$ cat config.mk
export PLATFORM = sky130hd
export DESIGN_NAME = serial_to_parallel_flat
export DESIGN_NICKNAME = d
export VERILOG_FILES = /design/src/rtl/serial_to_parallel_pkg.sv /design/src/rtl/serial_to_parallel_if.sv /design/src/rtl/s2p_shift_core.sv /design/src/rtl/serial_to_parallel.sv /design/src/flat_wrapper.sv
export SDC_FILE = /design/constraint.sdc
export NUM_CORES = 1
export LEC_CHECK = 0
export CAP_MARGIN = 20
export CORE_MARGIN = 4
export CORE_UTILIZATION = 47
export DETAILED_ROUTE_END_ITERATION = 7
export GPL_TIMING_DRIVEN = 0
export HOLD_SLACK_MARGIN = 0.08
export PLACE_DENSITY = 0.73
export SYNTH_ARGS = -nofsm -noshare
export SYNTH_HDL_FRONTEND = slang
export SYNTH_SLANG_ARGS = --single-unit
$ cat constraint.sdc
create_clock -name CLK -period 1.9 [get_ports CLK]
set_input_delay 0.19 -clock CLK [delete_from_list [all_inputs] [get_ports CLK]]
set_output_delay 0.19 -clock CLK [all_outputs]
set_load 0.01 [all_outputs]
$ cat src/rtl/serial_to_parallel_pkg.sv
// Shared definitions for the serial-to-parallel deserializer: default width,
// counter sizing helper and output FSM state encoding.
package serial_to_parallel_pkg;

    localparam int WIDTH_DEF = 32;

    function automatic int cnt_width(input int width);
        return $clog2(width);
    endfunction

    localparam int CNT_W_DEF = cnt_width(WIDTH_DEF);

    localparam logic [0:0] ST_EMPTY = 1'b0;
    localparam logic [0:0] ST_FULL  = 1'b1;

endpackage

$ cat src/rtl/serial_to_parallel_if.sv
// Serial input, parallel output handshake and status bundle of the deserializer.
interface serial_to_parallel_if
    import serial_to_parallel_pkg::*;
#(
    parameter int WIDTH = WIDTH_DEF
);
    localparam int CNT_W = cnt_width(WIDTH);

    logic             S_IN;
    logic             S_VALID;
    logic             S_SYNC;
    logic [WIDTH-1:0] P_OUT;
    logic             P_VALID;
    logic             P_READY;
    logic             OVERRUN;
    logic             OVR_CLR;
    logic [CNT_W-1:0] BIT_CNT;

    modport master (
        output S_IN, S_VALID, S_SYNC, P_READY, OVR_CLR,
        input  P_OUT, P_VALID, OVERRUN, BIT_CNT
    );

    modport slave (
        input  S_IN, S_VALID, S_SYNC, P_READY, OVR_CLR,
        output P_OUT, P_VALID, OVERRUN, BIT_CNT
    );

endinterface

$ cat src/rtl/s2p_shift_core.sv
// Shift register and bit counter: accumulates qualified serial bits and
// flags the edge that completes a word together with the completed word.
module s2p_shift_core
    import serial_to_parallel_pkg::*;
#(
    parameter int WIDTH     = WIDTH_DEF,
    parameter bit MSB_FIRST = 1'b1
) (
    input  logic                     clk,
    input  logic                     rst_n,
    input  logic                     s_in,
    input  logic                     s_valid,
    input  logic                     s_sync,
    output logic                     word_done,
    output logic [WIDTH-1:0]         word_data,
    output logic [$clog2(WIDTH)-1:0] bit_cnt
);
    localparam int CNT_W = $clog2(WIDTH);
    localparam logic [CNT_W-1:0] CNT_LAST = CNT_W'(WIDTH - 1);

    logic [WIDTH-1:0] shift_q, shift_d;
    logic [WIDTH-1:0] base, shifted;
    logic [CNT_W-1:0] cnt_q, cnt_d;
    logic [CNT_W-1:0] cnt_base;

    // Sync restarts the word on this edge, so the bit accepted with it is bit 0.
    always_comb begin
        base     = s_sync ? '0 : shift_q;
        cnt_base = s_sync ? '0 : cnt_q;
        if (MSB_FIRST) begin
            shifted = {base[WIDTH-2:0], s_in};
        end else begin
            shifted = {s_in, base[WIDTH-1:1]};
        end
        shift_d   = base;
        cnt_d     = cnt_base;
        word_done = 1'b0;
        if (s_valid) begin
            shift_d = shifted;
            if (cnt_base == CNT_LAST) begin
                cnt_d     = '0;
                word_done = 1'b1;
            end else begin
                cnt_d = cnt_base + 1'b1;
            end
        end
    end

    always_ff @(posedge clk or negedge rst_n) begin
        if (!rst_n) begin
            shift_q <= '0;
            cnt_q   <= '0;
        end else begin
            shift_q <= shift_d;
            cnt_q   <= cnt_d;
        end
    end

    assign word_data = shifted;
    assign bit_cnt   = cnt_q;

endmodule

$ cat src/rtl/serial_to_parallel.sv
// Deserializer top: shift core feeding a one-word output register with
// valid/ready handshake and sticky overrun flag.
//   state    | meaning
//   ST_EMPTY | no unconsumed word, P_VALID=0
//   ST_FULL  | P_OUT holds an unconsumed word, P_VALID=1
module serial_to_parallel
    import serial_to_parallel_pkg::*;
#(
    parameter int WIDTH     = WIDTH_DEF,
    parameter bit MSB_FIRST = 1'b1
) (
    input  logic                 CLK,
    input  logic                 RESET,
    serial_to_parallel_if.slave  bus
);
    localparam int CNT_W = cnt_width(WIDTH);

    logic             word_done;
    logic [WIDTH-1:0] word_data;
    logic [CNT_W-1:0] bit_cnt;

    logic [0:0]       state_q, state_d;
    logic [WIDTH-1:0] p_out_q, p_out_d;
    logic             overrun_q, overrun_d;
    logic             ovr_set;

    s2p_shift_core #(
        .WIDTH     (WIDTH),
        .MSB_FIRST (MSB_FIRST)
    ) u_core (
        .clk       (CLK),
        .rst_n     (RESET),
        .s_in      (bus.S_IN),
        .s_valid   (bus.S_VALID),
        .s_sync    (bus.S_SYNC),
        .word_done (word_done),
        .word_data (word_data),
        .bit_cnt   (bit_cnt)
    );

    always_comb begin
        state_d = state_q;
        p_out_d = p_out_q;
        ovr_set = 1'b0;
        case (state_q)
            ST_EMPTY: begin
                if (word_done) begin
                    state_d = ST_FULL;
                    p_out_d = word_data;
                end
            end
            default: begin
                if (bus.P_READY) begin
                    if (word_done) begin
                        p_out_d = word_data;
                    end else begin
                        state_d = ST_EMPTY;
                    end
                end else if (word_done) begin
                    ovr_set = 1'b1;
                end
            end
        endcase
        // A drop on the same edge as a clear must stay visible.
        if (ovr_set) begin
            overrun_d = 1'b1;
        end else if (bus.OVR_CLR) begin
            overrun_d = 1'b0;
        end else begin
            overrun_d = overrun_q;
        end
    end

    always_ff @(posedge CLK or negedge RESET) begin
        if (!RESET) begin
            state_q   <= ST_EMPTY;
            p_out_q   <= '0;
            overrun_q <= 1'b0;
        end else begin
            state_q   <= state_d;
            p_out_q   <= p_out_d;
            overrun_q <= overrun_d;
        end
    end

    assign bus.P_OUT   = p_out_q;
    assign bus.P_VALID = (state_q == ST_FULL);
    assign bus.OVERRUN = overrun_q;
    assign bus.BIT_CNT = bit_cnt;

endmodule

$ cat src/flat_wrapper.sv
// flat-port wrapper written by rule: the top's interface ports become plain ports
module serial_to_parallel_flat import serial_to_parallel_pkg::*;
#(
    parameter int WIDTH     = WIDTH_DEF,
    parameter bit MSB_FIRST = 1'b1
)
  (CLK, RESET, bus_S_IN, bus_S_VALID, bus_S_SYNC, bus_P_READY, bus_OVR_CLR, bus_P_OUT, bus_P_VALID, bus_OVERRUN, bus_BIT_CNT);
  serial_to_parallel_if #(.WIDTH(WIDTH)) bus_i ();
  input  logic CLK;
  input  logic RESET;
  input wire logic [$bits(bus_i.S_IN)-1:0] bus_S_IN;
  input wire logic [$bits(bus_i.S_VALID)-1:0] bus_S_VALID;
  input wire logic [$bits(bus_i.S_SYNC)-1:0] bus_S_SYNC;
  input wire logic [$bits(bus_i.P_READY)-1:0] bus_P_READY;
  input wire logic [$bits(bus_i.OVR_CLR)-1:0] bus_OVR_CLR;
  output wire logic [$bits(bus_i.P_OUT)-1:0] bus_P_OUT;
  output wire logic [$bits(bus_i.P_VALID)-1:0] bus_P_VALID;
  output wire logic [$bits(bus_i.OVERRUN)-1:0] bus_OVERRUN;
  output wire logic [$bits(bus_i.BIT_CNT)-1:0] bus_BIT_CNT;
  assign bus_i.S_IN = bus_S_IN;
  assign bus_i.S_VALID = bus_S_VALID;
  assign bus_i.S_SYNC = bus_S_SYNC;
  assign bus_i.P_READY = bus_P_READY;
  assign bus_i.OVR_CLR = bus_OVR_CLR;
  assign bus_P_OUT = bus_i.P_OUT;
  assign bus_P_VALID = bus_i.P_VALID;
  assign bus_OVERRUN = bus_i.OVERRUN;
  assign bus_BIT_CNT = bus_i.BIT_CNT;
  serial_to_parallel #(.WIDTH(WIDTH), .MSB_FIRST(MSB_FIRST)) u_core (.CLK(CLK), .RESET(RESET), .bus(bus_i));
endmodule
# Word-level counts from Yosys, hierarchy flattened
# Index checks and enable logic that the tools add are counted.
dict set report word_totals {
  reg_bits 70
  latchBits 0
  mem_bits_rw 0
  romBits 0
  input_bits 7
  out_inout_bits 39
  wordCells 26
  n_memories 0
}
dict set report op_classes {
  addsub 1
  multipliers 0
  n_div 0
  magnitude_cmp 0
  n_eq_ne 2
  n_shift 0
  mux 17
  n_bitwise 0
  n_reduce_logical 1
}
# operator n
set op_table {}
lappend op_table {{32-bit 2-to-1 mux} 3}
lappend op_table {{31-bit 2-to-1 mux} 2}
lappend op_table {{5-bit 2-to-1 mux} 3}
lappend op_table {{1-bit 2-to-1 mux} 9}
lappend op_table {{5-bit by 1-bit adder with 5-bit output (second input constant)} 1}
lappend op_table {{5-bit == test (second input constant)} 1}
lappend op_table {{2-bit inequality test (second input constant)} 1}
lappend op_table {{2-bit nonzero test} 1}

# Logic depth before layout (Yosys ltp)
dict set report depth {
  word_depth 8
  depth_mapped 11
  ltp_nobuf 7
}

# By module
# Synthesis repeated with hierarchy kept, for this count alone.
dict set report hier_totals {
  hier_cells 199
  hier_area_um2 3123.0
}
# mod n_inst cells_each area_each_um2 seq_area_each_um2
set modules_own_cells {}
lappend modules_own_cells {s2p_shift_core 1 124 1696.6 900.9}
lappend modules_own_cells {serial_to_parallel 1 75 1426.4 850.8}

# Worst setup path after synthesis
# No wires, ideal clock.
dict set report synth_timing {
  kind {input-to-reg}
  start {in bus_S_SYNC}
  end {reg u_core.p_out_q[10], in the netlist u_core.bus.P_OUT[10]}
  setup_time_ns 0.125
  arrival_time_ns 1.972
  required_ns 1.775
  slack_ns -0.197
  path_stages 11
  n_path_buf 4
  cell_sequence {buf_2 > buf_2 > nor2b_1 > ha_1 > and3_1 > ha_1 > nand2_4 > nor2b_4 > buf_6 > buf_12 > mux2_4}
}
dict set report synth_between {
  elab_chain_cells 7
  word_cells_on_any_way 8
  cone_classes {eq/ne: 1; mux: 7}
}
# element line
set synth_rtl {}
lappend synth_rtl {{start: declaration} flat_wrapper.sv:13} ;# input wire logic [$bits(bus_i.S_SYNC)-1:0] bus_S_SYNC;
lappend synth_rtl {{5-bit 2-to-1 mux} s2p_shift_core.sv:29} ;# cnt_base = s_sync ? '0 : cnt_q;
lappend synth_rtl {{5-bit == test} s2p_shift_core.sv:40} ;# if (cnt_base == CNT_LAST) begin
lappend synth_rtl {{1-bit 2-to-1 mux} s2p_shift_core.sv:40}
lappend synth_rtl {{1-bit 2-to-1 mux} s2p_shift_core.sv:38} ;# if (s_valid) begin
lappend synth_rtl {{32-bit 2-to-1 mux (*)} {serial_to_parallel.sv:47, serial_to_parallel.sv:54}}
lappend synth_rtl {{32-bit 2-to-1 mux} serial_to_parallel.sv:53} ;# if (bus.P_READY) begin
lappend synth_rtl {{32-bit 2-to-1 mux (*)} serial_to_parallel.sv:45} ;# case (state_q)
lappend synth_rtl {{end signal: assignment} serial_to_parallel.sv:81} ;# p_out_q <= p_out_d;
lappend synth_rtl {{end: declaration} serial_to_parallel.sv:23} ;# logic [WIDTH-1:0] p_out_q, p_out_d;
# Every way passes the cells marked *; elsewhere a longest branch is shown, timed or not. The select of a mux whose other input is x is not followed.
# A chain may end at the register's enable or synchronous reset.

# Worst setup path in the final report
dict set report layout_timing {
  start {reg u_core.u_core.cnt_q[0], in the netlist u_core.u_core.bit_cnt[0]}
  end {reg u_core.p_out_q[19], in the netlist u_core.bus.P_OUT[19]}
}
dict set report layout_between {
  elab_chain_cells 7
}
# element line
set layout_rtl {}
lappend layout_rtl {{start: declaration} s2p_shift_core.sv:23} ;# logic [CNT_W-1:0] cnt_q, cnt_d;
lappend layout_rtl {{start signal: assignment} s2p_shift_core.sv:55} ;# cnt_q <= cnt_d;
lappend layout_rtl {{5-bit 2-to-1 mux (*)} s2p_shift_core.sv:29}
lappend layout_rtl {{5-bit == test (*)} s2p_shift_core.sv:40}
lappend layout_rtl {{1-bit 2-to-1 mux (*)} s2p_shift_core.sv:40}
lappend layout_rtl {{1-bit 2-to-1 mux (*)} s2p_shift_core.sv:38}
lappend layout_rtl {{32-bit 2-to-1 mux (*)} -}
lappend layout_rtl {{32-bit 2-to-1 mux} -}
lappend layout_rtl {{32-bit 2-to-1 mux (*)} -}
# Marked as above.

==> Flow_metrics.wiki <==
{| class="wikitable"
! Metric !! Value
|-
| Die Wd || 90.1 um
|-
| Post-route setup slack || -0.0623 ns
|-
| Total Nets Final || 314
|-
| Total detailed-routing wirelength || 5790 um
|-
| Placed wire-length estimate after detailed placement || 3680 um
|-
| Drt drc || 0
|-
| Largest delay contributor family on the critical path || simple AND/OR/NAND/NOR gates
|-
| Combined global-route utilization of all metal layers || 15.0%
|-
| Post-detailed-placement cell area || 3750 um^2
|-
| Commonest cells after routing, fill and taps aside || sky130_fd_sc_hd__dfrtp_1, sky130_fd_sc_hd__clkdlybuf4s50_1, sky130_fd_sc_hd__nor2b_1, sky130_fd_sc_hd__mux2i_1, sky130_fd_sc_hd__nor2_1
|-
| Hold Crit Endpoint || u_core.u_core.bit_cnt[2]$_DFF_PN0_
|-
| Reg clk slew, reported paths || 0.07 ns
|-
| Largest fanout of any net on the critical path || 8
|-
| Longest individual stage delay on the worst path || 0.35 ns
|-
| Fraction of post-synthesis cell area in the top cell type by area || 55.2%
|-
| RSZ-0062 raised after global routing || yes
|-
| Initial core utilization || 49.1%
|-
| Synthesized net count || 246
|-
| Critical-path cell with the highest stage delay || sky130_fd_sc_hd__dfrtp_1
|-
| Die area || 8120 um^2
|-
| Slew HR || 42.4%
|-
| Worst skew pair latency || 0.33 ns
|-
| Largest area contributor in the synthesized netlist || sky130_fd_sc_hd__dfrtp_1
|-
| Peak supply drop || 579 uV
|-
| Avg WL per Cell || 15.0 um
|-
| Clk_skew || 0.00724 ns
|-
| Critical Path AT || 2.18 ns
|-
| Share of cells above drive strength 1 || 26.5%
|-
| Share of synthesized flip-flops with an asynchronous set or reset || 100%
|-
| Count of flip-flops with a built-in enable after synthesis || 0
|-
| Area contributors post-synth || sky130_fd_sc_hd__dfrtp_1, sky130_fd_sc_hd__mux2_4, sky130_fd_sc_hd__mux2i_1, sky130_fd_sc_hd__nor2b_1, sky130_fd_sc_hd__nor2_1
|-
| Routed via count || 1930
|-
| Number of distinct library cells after synthesis || 27
|-
| Number of clock sinks || 70
|-
| Max frequency || 0.510 GHz
|-
| Minimum setup slack among reg-to-reg paths || -0.06 ns
|-
| Min Tclk post-route || 1.96 ns
|-
| Final instance area || 4110 um^2
|-
| TritonCTS clock tree || built
|-
| Final number of hold-violating endpoints || 0
|-
| Outcome || finished with violations
|-
| Fin. max-slew vios || 0
|-
| Reg2Reg Capture Point || u_core.bus.P_OUT[19]$_DFFE_PN0P_
|-
| Die height || 90.1 um
|-
| Number of rows created at floorplan || 29
|-
| Number of cells on the worst reg-to-reg path || 9
|-
| Number of cells traversed by the worst hold path || 4
|-
| Proportion of synthesized chip area in sequential cells || 55.2%
|-
| Wire length of the first global-routing pass || 9800 um
|-
| Ratio of routed vias to standard cells || 4.99
|-
| Final weighted congestion of routability-driven global placement || 0.695
|-
| Count of antenna-violating nets left after detailed routing || 0
|-
| Power per unit of standard cell area || 678 nW/um^2
|-
| Length of the first detailed-routing pass in iterations || 4
|-
| Antenna violations before repair || 0
|-
| Total of flip-flops plus latches after synthesis || 70
|-
| Number of top-level pins || 46
|-
| Clock root cell || sky130_fd_sc_hd__clkbuf_8
|-
| Cell-by-cell trace of the critical path || nor2b_4 -> ha_4 -> and3_4 -> ha_4 -> nand2_4 -> nor2b_4 -> buf_12 -> clkbuf_16 -> mux2_4
|-
| Synth Cell Area || 3170 um^2
|-
| Largest net degree at the start of global routing || 71
|-
| Number of instances in the synthesized netlist || 237
|-
| Hold slack || 0.218 ns
|-
| Count of input and output buffers || 43
|-
| Detailed Route Iter0 Violations || 89
|-
| Critical path endpoint category || register
|-
| N_diodes || 0
|-
| Vias in the first global route || 2070
|-
| Reg-to-Reg Start || u_core.u_core.bit_cnt[0]$_DFF_PN0_
|-
| Transition at the pin with the smallest max-transition slack || 0.864 ns
|-
| H-Tree Depth || 3
|-
| Critical path buffers and inverters || 2
|-
| Final worst-path cycle share || 103%
|-
| Failing checks || negative setup slack
|-
| Critical path launch point type || register
|-
| Top FF cell, synth || sky130_fd_sc_hd__dfrtp_1
|-
| CTS Buf Count || 9
|-
| Endpoints failing setup || 30
|-
| Core ar. || 6460 um^2
|-
| Post-placement setup slack || -0.154 ns
|-
| Static Leakage || 0.00197 uW
|-
| Buffers from clock root to sink, at most || 2
|-
| Hold Crit Class || in2reg
|-
| Leading cell type in the layout, fill and taps excluded || sky130_fd_sc_hd__dfrtp_1
|-
| WP data required || 2.12 ns
|-
| Number of max-cap violations || 0
|-
| Critical path start-end classification || reg2reg
|-
| Total congestion overflow after global routing || 0
|-
| Syn_area_per_cell || 13.4 um^2
|-
| Area Growth Syn to Fin || 29.6%
|-
| Number of synthesis warnings || 0
|-
| HP Start || bus_S_SYNC
|}
worst max-delay path by stage:
stage | startpoint | endpoint | slack [ns] | depth (start not counted)
CTS | u_core.u_core.bit_cnt[0]$_DFF_PN0_ | u_core.bus.P_OUT[21]$_DFFE_PN0P_ | -0.05 | 9
detailed placement | bus_S_SYNC | u_core.bus.P_OUT[2]$_DFFE_PN0P_ | -0.15 | 11
finish | u_core.u_core.bit_cnt[0]$_DFF_PN0_ | u_core.bus.P_OUT[19]$_DFFE_PN0P_ | -0.06 | 9
floorplan | u_core.u_core.bit_cnt[0]$_DFF_PN0_ | u_core.bus.P_OUT[10]$_DFFE_PN0P_ | -0.03 | 9
global placement | RESET | u_core.bus.P_OUT[22]$_DFFE_PN0P_ | -1.72 | 1
global route | u_core.u_core.bit_cnt[1]$_DFF_PN0_ | u_core.bus.P_OUT[30]$_DFFE_PN0P_ | -0.12 | 9
worst register-to-register path: stages (launching register included):
cell and delay (ns):
sky130_fd_sc_hd__dfrtp_1 0.35, sky130_fd_sc_hd__nor2b_4 0.19, sky130_fd_sc_hd__ha_4 0.15, sky130_fd_sc_hd__and3_4 0.19, sky130_fd_sc_hd__ha_4 0.16, sky130_fd_sc_hd__nand2_4 0.06
sky130_fd_sc_hd__nor2b_4 0.13, sky130_fd_sc_hd__buf_12 0.17, sky130_fd_sc_hd__clkbuf_16 0.17, sky130_fd_sc_hd__mux2_4 0.29
Yosys cell counts, types with 2 or more instances:
master	number
sky130_fd_sc_hd__nor2b_1	34
sky130_fd_sc_hd__inv_1	2
sky130_fd_sc_hd__buf_4	2
sky130_fd_sc_hd__ha_1	2
sky130_fd_sc_hd__mux2_4	29
sky130_fd_sc_hd__nor2_1	30
sky130_fd_sc_hd__nand4_1	2
sky130_fd_sc_hd__dfrtp_1	70
sky130_fd_sc_hd__buf_12	3
sky130_fd_sc_hd__nand2_1	3
sky130_fd_sc_hd__mux2_2	4
sky130_fd_sc_hd__clkbuf_1	2
sky130_fd_sc_hd__o21ai_0	3
sky130_fd_sc_hd__buf_2	7
sky130_fd_sc_hd__mux2i_1	31
sky130_fd_sc_hd__buf_6	2
state kept, by name, summed over array words and instances, names as in the netlist:
signal                 flops
u_core.bus.P_OUT          32
u_core.u_core.shift_q     31
u_core.bus.OVERRUN         1
u_core.u_core.bit_cnt      5
u_core.bus.P_VALID         1
cell type report:
cell class	count	area, um^2
Inverter	2	7.51
Timing Repair Buffer	57	594
Clock buffer	16	180
Sequential cell	70	1750
Tap cell	77	96.3
Buffer	16	161
Fill cell	518	2350
Multi-Input combinational cell	149	1320
kinds of logic after synthesis:
logic type               Yosys count  share of synthesized area (%)
AND/OR/NAND/NOR                   77                           13.3
flip-flops                        70                           55.2
multiplexers                      64                           24.9
buffers and inverters             18                           4.66
AO/OA/AOI/OAI                      5                          0.829
adder cells (fa/ha/maj)            2                          0.789
XOR/XNOR                           1                          0.276
power by group:
part           total (uW)  switching, uW  internal, uW
Combinational         187            102          84.8
Sequential           1510           7.48          1500
Clock                1090            505           585
Total                2780            614          2170
routing by layer:
layer	GRT usage, %	vias to the layer above	share of wire [%]
met5	0	-	0
met4	4.97	0	0.79
met3	5.09	5	4.2
met2	24.1	49	49
met1	19.0	948	46
li1	-	928	-
per-stage QoR:
step / util [%] / TNS (ns) / instances / total power (uW)
floorplan: - / -0.736 / 237 / 1630
global placement: 58.1 / -123.21 / 357 / 1700
detailed placement: 58.1 / -4.18 / 357 / 1700
CTS: 62.2 / -0.676 / 381 / 2810
global route: 63.6 / -3.11 / 387 / 2910
finish: 63.6 / -1.14 / 387 / 2780
what timing repair did:
action,CTS,global route
endpoints found under the hold margin,70,0
resized for setup,2,3
cloned,1,2
pin swaps,1,2
endpoints found under the setup margin,31,32
hold buffers,1,0
setup buffers,6,4
(Power assumes the default switching activity.)
